===== src/rtl/latch_gate_tx.sv =====
// -----------------------------------------------------------------------------
// latch_gate_tx
//
// Transmitter end of the gated-latch capture interface. A parallel word is
// accepted over a valid/ready handshake and shifted out LSB first on a
// data/gate pair that drives a downstream gated D latch. Each bit has a
// setup, gate-open and hold phase so the latch never sees D move while its
// gate is open, or on the edge where the gate opens or closes.
//
// Optional feature (compile-time macro): LATCH_TX_READBACK_EN
//   Defined     : LatchQ is sampled at the edge ending the first hold cycle
//                 of every bit and compared with LatchD. A mismatch sets the
//                 sticky ErrFlag and bumps the saturating ErrCnt.
//   Not defined : LatchQ is ignored; ErrFlag and ErrCnt are constant 0.
//
// Ports:
//   Clk      in   rising-edge clock, single domain
//   Reset    in   synchronous, active-high reset
//   TxData   in   word to send, sampled on accept
//   TxValid  in   TxData valid
//   TxReady  out  block can accept a word (IDLE)
//   LatchD   out  serial data to latch D input, registered
//   LatchG   out  gate to latch Clk input, registered
//   BitIdx   out  index of the bit currently on LatchD
//   Busy     out  frame in progress
//   Done     out  one-cycle pulse in the first IDLE cycle after a frame
//   LatchQ   in   latch Q readback
//   ErrFlag  out  sticky readback mismatch
//   ErrCnt   out  saturating readback mismatch count
// -----------------------------------------------------------------------------
module latch_gate_tx #(
   parameter int DATA_W    = 8,
   parameter int SETUP_CYC = 2,
   parameter int GATE_CYC  = 2,
   parameter int HOLD_CYC  = 1
) (
   input  logic                                           Clk,
   input  logic                                           Reset,
   input  logic [DATA_W-1:0]                              TxData,
   input  logic                                           TxValid,
   output logic                                           TxReady,
   output logic                                           LatchD,
   output logic                                           LatchG,
   output logic [((DATA_W > 1) ? $clog2(DATA_W) : 1)-1:0] BitIdx,
   output logic                                           Busy,
   output logic                                           Done,
   input  logic                                           LatchQ,
   output logic                                           ErrFlag,
   output logic [7:0]                                     ErrCnt
);

   localparam int IDX_W   = (DATA_W > 1) ? $clog2(DATA_W) : 1;
   localparam int MAX_SG  = (SETUP_CYC > GATE_CYC) ? SETUP_CYC : GATE_CYC;
   localparam int MAX_CYC = (MAX_SG > HOLD_CYC) ? MAX_SG : HOLD_CYC;
   localparam int CNT_W   = (MAX_CYC > 1) ? $clog2(MAX_CYC) : 1;

   localparam logic [IDX_W-1:0] LAST_IDX   = IDX_W'(DATA_W - 1);
   localparam logic [CNT_W-1:0] SETUP_LAST = CNT_W'(SETUP_CYC - 1);
   localparam logic [CNT_W-1:0] GATE_LAST  = CNT_W'(GATE_CYC - 1);
   localparam logic [CNT_W-1:0] HOLD_LAST  = CNT_W'(HOLD_CYC - 1);

   typedef enum logic [1:0] {IDLE, SETUP, GATE, HOLD} state_t;

   state_t            state;
   logic [CNT_W-1:0]  cnt;     // cycles spent in the current phase, minus one
   logic [DATA_W-1:0] shreg;   // bits still to be sent; bit 0 is the next one

   // Every output is assigned only on a phase transition, so LatchD and LatchG
   // can never move together and LatchD is frozen for the whole gate window.
   // NOTE: sequential state uses non-blocking assignments so every register
   // samples the pre-edge values of the others, whatever the statement order.
   always_ff @(posedge Clk) begin
      if (Reset) begin
         state   <= IDLE;
         cnt     <= '0;
         shreg   <= '0;
         LatchD  <= 1'b0;
         LatchG  <= 1'b0;
         BitIdx  <= '0;
         TxReady <= 1'b1;
         Busy    <= 1'b0;
         Done    <= 1'b0;
      end else begin
         Done <= 1'b0;
         case (state)
            IDLE: begin
               if (TxValid) begin
                  shreg   <= TxData >> 1;
                  LatchD  <= TxData[0];
                  BitIdx  <= '0;
                  cnt     <= '0;
                  TxReady <= 1'b0;
                  Busy    <= 1'b1;
                  state   <= SETUP;
               end
            end

            SETUP: begin
               if (cnt == SETUP_LAST) begin
                  cnt    <= '0;
                  LatchG <= 1'b1;
                  state  <= GATE;
               end else begin
                  cnt <= cnt + CNT_W'(1);
               end
            end

            GATE: begin
               if (cnt == GATE_LAST) begin
                  cnt    <= '0;
                  LatchG <= 1'b0;
                  state  <= HOLD;
               end else begin
                  cnt <= cnt + CNT_W'(1);
               end
            end

            HOLD: begin
               if (cnt == HOLD_LAST) begin
                  cnt <= '0;
                  if (BitIdx != LAST_IDX) begin
                     BitIdx <= BitIdx + IDX_W'(1);
                     LatchD <= shreg[0];
                     shreg  <= shreg >> 1;
                     state  <= SETUP;
                  end else begin
                     TxReady <= 1'b1;
                     Busy    <= 1'b0;
                     Done    <= 1'b1;
                     state   <= IDLE;
                  end
               end else begin
                  cnt <= cnt + CNT_W'(1);
               end
            end

            default: begin
               LatchG  <= 1'b0;
               TxReady <= 1'b1;
               Busy    <= 1'b0;
               state   <= IDLE;
            end
         endcase
      end
   end

`ifdef LATCH_TX_READBACK_EN
   // The latch has been transparent through the gate window and has just
   // closed, so at the end of the first hold cycle Q must equal D.
   logic sample_q;
   assign sample_q = (state == HOLD) && (cnt == '0);

   always_ff @(posedge Clk) begin
      if (Reset) begin
         ErrFlag <= 1'b0;
         ErrCnt  <= '0;
      end else if (sample_q && (LatchQ != LatchD)) begin
         ErrFlag <= 1'b1;
         if (ErrCnt != 8'hFF) begin
            ErrCnt <= ErrCnt + 8'd1;
         end
      end
   end
`else
   logic unused_latch_q;
   assign unused_latch_q = LatchQ;
   assign ErrFlag        = 1'b0;
   assign ErrCnt         = '0;
`endif

endmodule

===== config.mk =====
export PLATFORM = sky130hd
export DESIGN_NAME = latch_gate_tx
export DESIGN_NICKNAME = d
export VERILOG_FILES = /design/src/rtl/latch_gate_tx.sv
export SDC_FILE = /design/constraint.sdc
export NUM_CORES = 1
export LEC_CHECK = 0
export CAP_MARGIN = 20
export CORE_MARGIN = 1.5
export CORE_UTILIZATION = 51
export CTS_BUF_LIST = sky130_fd_sc_hd__clkbuf_4 sky130_fd_sc_hd__clkbuf_8 sky130_fd_sc_hd__clkbuf_16
export DETAILED_ROUTE_END_ITERATION = 8
export PLACE_DENSITY_LB_ADDON = 0.1
export SLEW_MARGIN = 25
export SYNTH_ARGS = -nofsm -noshare
export SYNTH_HDL_FRONTEND = slang
export SYNTH_SLANG_ARGS = --single-unit
export TNS_END_PERCENT = 20

===== constraint.sdc =====
create_clock -name Clk -period 4.3 [get_ports Clk]
set_input_delay 0.645 -clock Clk [delete_from_list [all_inputs] [get_ports Clk]]
set_output_delay 0.645 -clock Clk [all_outputs]
set_load 0.05 [all_outputs]

==> impl_metrics.py <==
metrics = {
    "power_and_ir_drop": {
        "powerDensity_nw_per_um2": 543.3,
        "p_int_mw": 0.4258,
        "comb_power_share_pct": 50.4,
        "switching_share_pct": 39.53,
        "pwr-share-clk_pct": 15.0,
        "vdd_drop_max_mv": 0.3127,
        "seqPwrFrac_pct": 34.7,
        "p_switching_mw": 0.2784,
        "power.static_leakage_nw": 0.5448,
    },
    "job": {
        "drv_cap": 0,
    },
    "worst_setup_path": {
        "rr_startpoint": "state[0]$_SDFFE_PP0P_",
        "crit_chain": "clkdlybuf4s50_1",
        "worstRegToRegCells": 4,
        "worstSetupPathType": "flip-flop to output pin",
        "worst_setup_path_end_kind": "output pin",
        "rr_endpoint": "shreg[5]$_SDFFE_PP0P_",
        "crit_path_max_incr_delay_ns": 0.82,
        "critPathLaunchType": "flip-flop",
        "crit_buf_inv": 1,
        "cp_slowest_cell": "clkdlybuf4s50_1",
        "arrival_ns": 1.49,
        "r2r_setup_slack_ns": 2.25,
        "crit_family": "buffers and inverters",
        "critPathRequiredTime_ns": 3.65,
        "cp_max_fo": 4,
    },
    "cts": {
        "clk-insertion-delay-late_ns": 0.30,
        "cts_resized": 0,
        "post_cts_buffers": 0,
        "cts.sinks": 18,
        "tritoncts": "done",
        "cts_root_buffer": "clkbuf_4",
        "cts_max_path_buffers": 2,
        "clkTransAtPathRegs_ns": 0.10,
        "cts_buffers": 3,
        "cts_hold_buf": 0,
        "htree_levels": 1,
    },
    "placement": {
        "port_buffers": 18,
        "dpl_cell_area_um2": 1260,
        "hpwl_um": 1344,
        "gp_congestion": 0.7688,
    },
    "route": {
        "viasPerCell": 5.070,
        "drtIter0Drc": 2,
        "remaining_drc_errors": 0,
        "post_drt_wl_per_cell_um": 11.56,
        "via_count": 801,
        "wirelength_um": 1826,
        "dr.pass1.iters": 4,
        "ant_nets": 0,
    },
    "sta": {
        "worst_pin_slew_ns": 0.9373,
        "setup_tns_ns": 0,
        "rsz0062_at_grt": "false",
        "slew_headroom_pct": 37.32,
        "skew_ns": 0.01000,
        "fmax_ghz": 0.4678,
        "fin_crit_sh_pct": 49.72,
        "setup_viol": 0,
        "fin_crit_ns": 2.138,
        "drv_slew": 0,
        "hold_viol": 0,
    },
    "synth": {
        "synthCells": 116,
        "synth_seq_cells": 18,
        "syn_area_um2": 1116,
        "yosysUniqueCellTypes": 34,
        "yosysSeqAreaShare_pct": 32.29,
        "avgSynthCellArea_um2": 9.621,
        "ys_warn_count": 0,
    },
    "floorplanning": {
        "io_pins": 29,
        "die_h_um": 49.78,
        "start_util_pct": 55.75,
        "fp.coreArea_um2": 2002,
        "die-area_um2": 2478,
        "die_x_um": 49.78,
        "row_count": 16,
    },
    "hold_path": {
        "hold_end": "shreg[6]$_SDFFE_PP0P_",
        "hp-class": "flip-flop to flip-flop",
        "holdPathStages": 2,
        "min_from": "shreg[6]$_SDFFE_PP0P_",
    },
    "global_route": {
        "grt_pass1_wl_um": 3277,
        "grt_start_max_net_pins": 31,
        "grt_pass1_vias": 758,
        "globalRouteTotalUtil_pct": 17.32,
        "antenna_found_initial": 0,
        "grt_overflow": 0,
    },
    "finish": {
        "fill_cells": 190,
        "antennaDiodeCount": 0,
        "seq_area_um2": 360.3,
        "fin_util_pct": 64.75,
        "multiInputGateArea_um2": 674.4,
        "area_delta_synth_final_pct": 16.14,
        "final_layout_size_suffix_gt1_share_pct": 12.21,
        "postLayoutCellArea_um2": 1296,
        "num-nets-final": 152,
    },
    "outcome": {
        "status": "finished, final reports clean",
    },
}
cell usage after synthesis:
cell / n / area (um^2)
buf_2: 2 / 10.01
buf_4: 9 / 67.56
or4b_1: 1 / 10.01
o2111a_1: 1 / 11.26
a221oi_1: 1 / 8.760
mux2_4: 1 / 15.01
mux2_1: 1 / 11.26
ha_1: 8 / 100.1
buf_6: 1 / 11.26
or3b_2: 1 / 8.760
dfxtp_1: 18 / 360.4
inv_1: 3 / 11.26
a21oi_1: 4 / 20.02
a2111oi_2: 1 / 15.01
o2111ai_2: 1 / 15.01
o2111ai_1: 1 / 8.760
nor4bb_1: 1 / 10.01
mux2i_1: 11 / 110.1
conb_1: 1 / 3.750
nand2_1: 4 / 15.01
nand2b_1: 5 / 31.28
nand3b_1: 2 / 15.01
mux2_2: 6 / 67.56
o21bai_1: 1 / 7.510
o221ai_1: 1 / 8.760
and3_1: 2 / 12.51
nor3_1: 1 / 5.000
nand2_4: 1 / 11.26
nor2_1: 10 / 37.54
nand4_1: 1 / 6.260
nor2b_1: 10 / 62.56
clkbuf_1: 3 / 11.26
a211oi_1: 1 / 7.510
a31o_2: 1 / 8.760
layout by cell type (no fill, tap or decap), types with 4 or more instances in the layout:
cell,count
a21oi_1,4
clkdlybuf4s50_1,18
conb_1,9
dfxtp_1,18
ha_1,8
mux2_2,6
mux2i_1,11
nand2_1,4
nand2b_1,5
nor2_1,10
nor2b_1,10
layout make-up:
class	count	share of cell area, %
clock buffers	4	2.799
multi-input cells	88	52.03
well taps	27	2.606
inverters	3	0.8687
flip-flops and latches	18	27.80
repair buffers	18	13.90
state kept, by name, summed over array words and instances (netlist names):
signal	cells
BitIdx	3
TxReady	1
LatchG	1
state	2
shreg	7
cnt	1
Done	1
Busy	1
LatchD	1
power by group through the flow:
stage          Combinational [mW]  Sequential, mW  Clock (mW)
6_report                    0.355           0.244       0.105
2_1_floorplan               0.267           0.281           0
4_1_cts                     0.357           0.245       0.110
5_1_grt                     0.390           0.251       0.116
3_3_place_gp                0.347           0.246           0
3_5_place_dp                0.354           0.249           0
worst max path at each step:
| stage | from | slack (ns) | end | depth (start not counted) |
|---|---|---|---|---|
| global route | state[0]$_SDFFE_PP0P_ | 2.08 | shreg[5]$_SDFFE_PP0P_ | 4 |
| global placement | Reset | 1.92 | BitIdx[0]$_SDFFE_PP0P_ | 3 |
| detailed placement | Reset | 1.91 | BitIdx[0]$_SDFFE_PP0P_ | 3 |
| finish | BitIdx[0]$_SDFFE_PP0P_ | 2.16 | BitIdx[0] | 1 |
| floorplan | BitIdx[0]$_SDFFE_PP0P_ | 2.52 | shreg[5]$_SDFFE_PP0P_ | 6 |
| CTS | BitIdx[0]$_SDFFE_PP0P_ | 2.14 | BitIdx[0] | 1 |
tightest hold or removal path, delay by kind of cell (launching register included):
kind          cells  cell delay (ns)
mux               1             0.06
simple gates      1             0.06
flops             1             0.32
kinds of logic after synthesis:
group                    after synthesis  synth area share, %
buffers and inverters                 18                9.977
adder cells (fa/ha/maj)                8                8.969
AND/OR/NAND/NOR                       39                20.18
AO/OA/AOI/OAI                         13                9.978
flip-flops                            18                32.29
other                                  1               0.3360
multiplexers                          19                18.27
stage by stage:
stage | setup WS (ns) | hold slack [ns] | total power, mW | instances
floorplan | 2.515 | 0.4488 | 0.5479 | 124
global route | 2.083 | 0.5136 | 0.7566 | 158
CTS | 2.143 | 0.4873 | 0.7124 | 158
finish | 2.162 | 0.4814 | 0.7042 | 158
detailed placement | 1.906 | 0.4695 | 0.6027 | 154
global placement | 1.919 | 0.4586 | 0.5925 | 154
routing by layer:
metal / track usage (%) / wire length [um] / up-vias
li1: - / - / 413
met4: 5.093 / 12 / 0
met3: 5.455 / 74 / 2
met2: 31.56 / 930 / 18
met5: 0 / 0 / -
met1: 18.98 / 808 / 368
No activity file was read; power rests on OpenSTA's default activity.
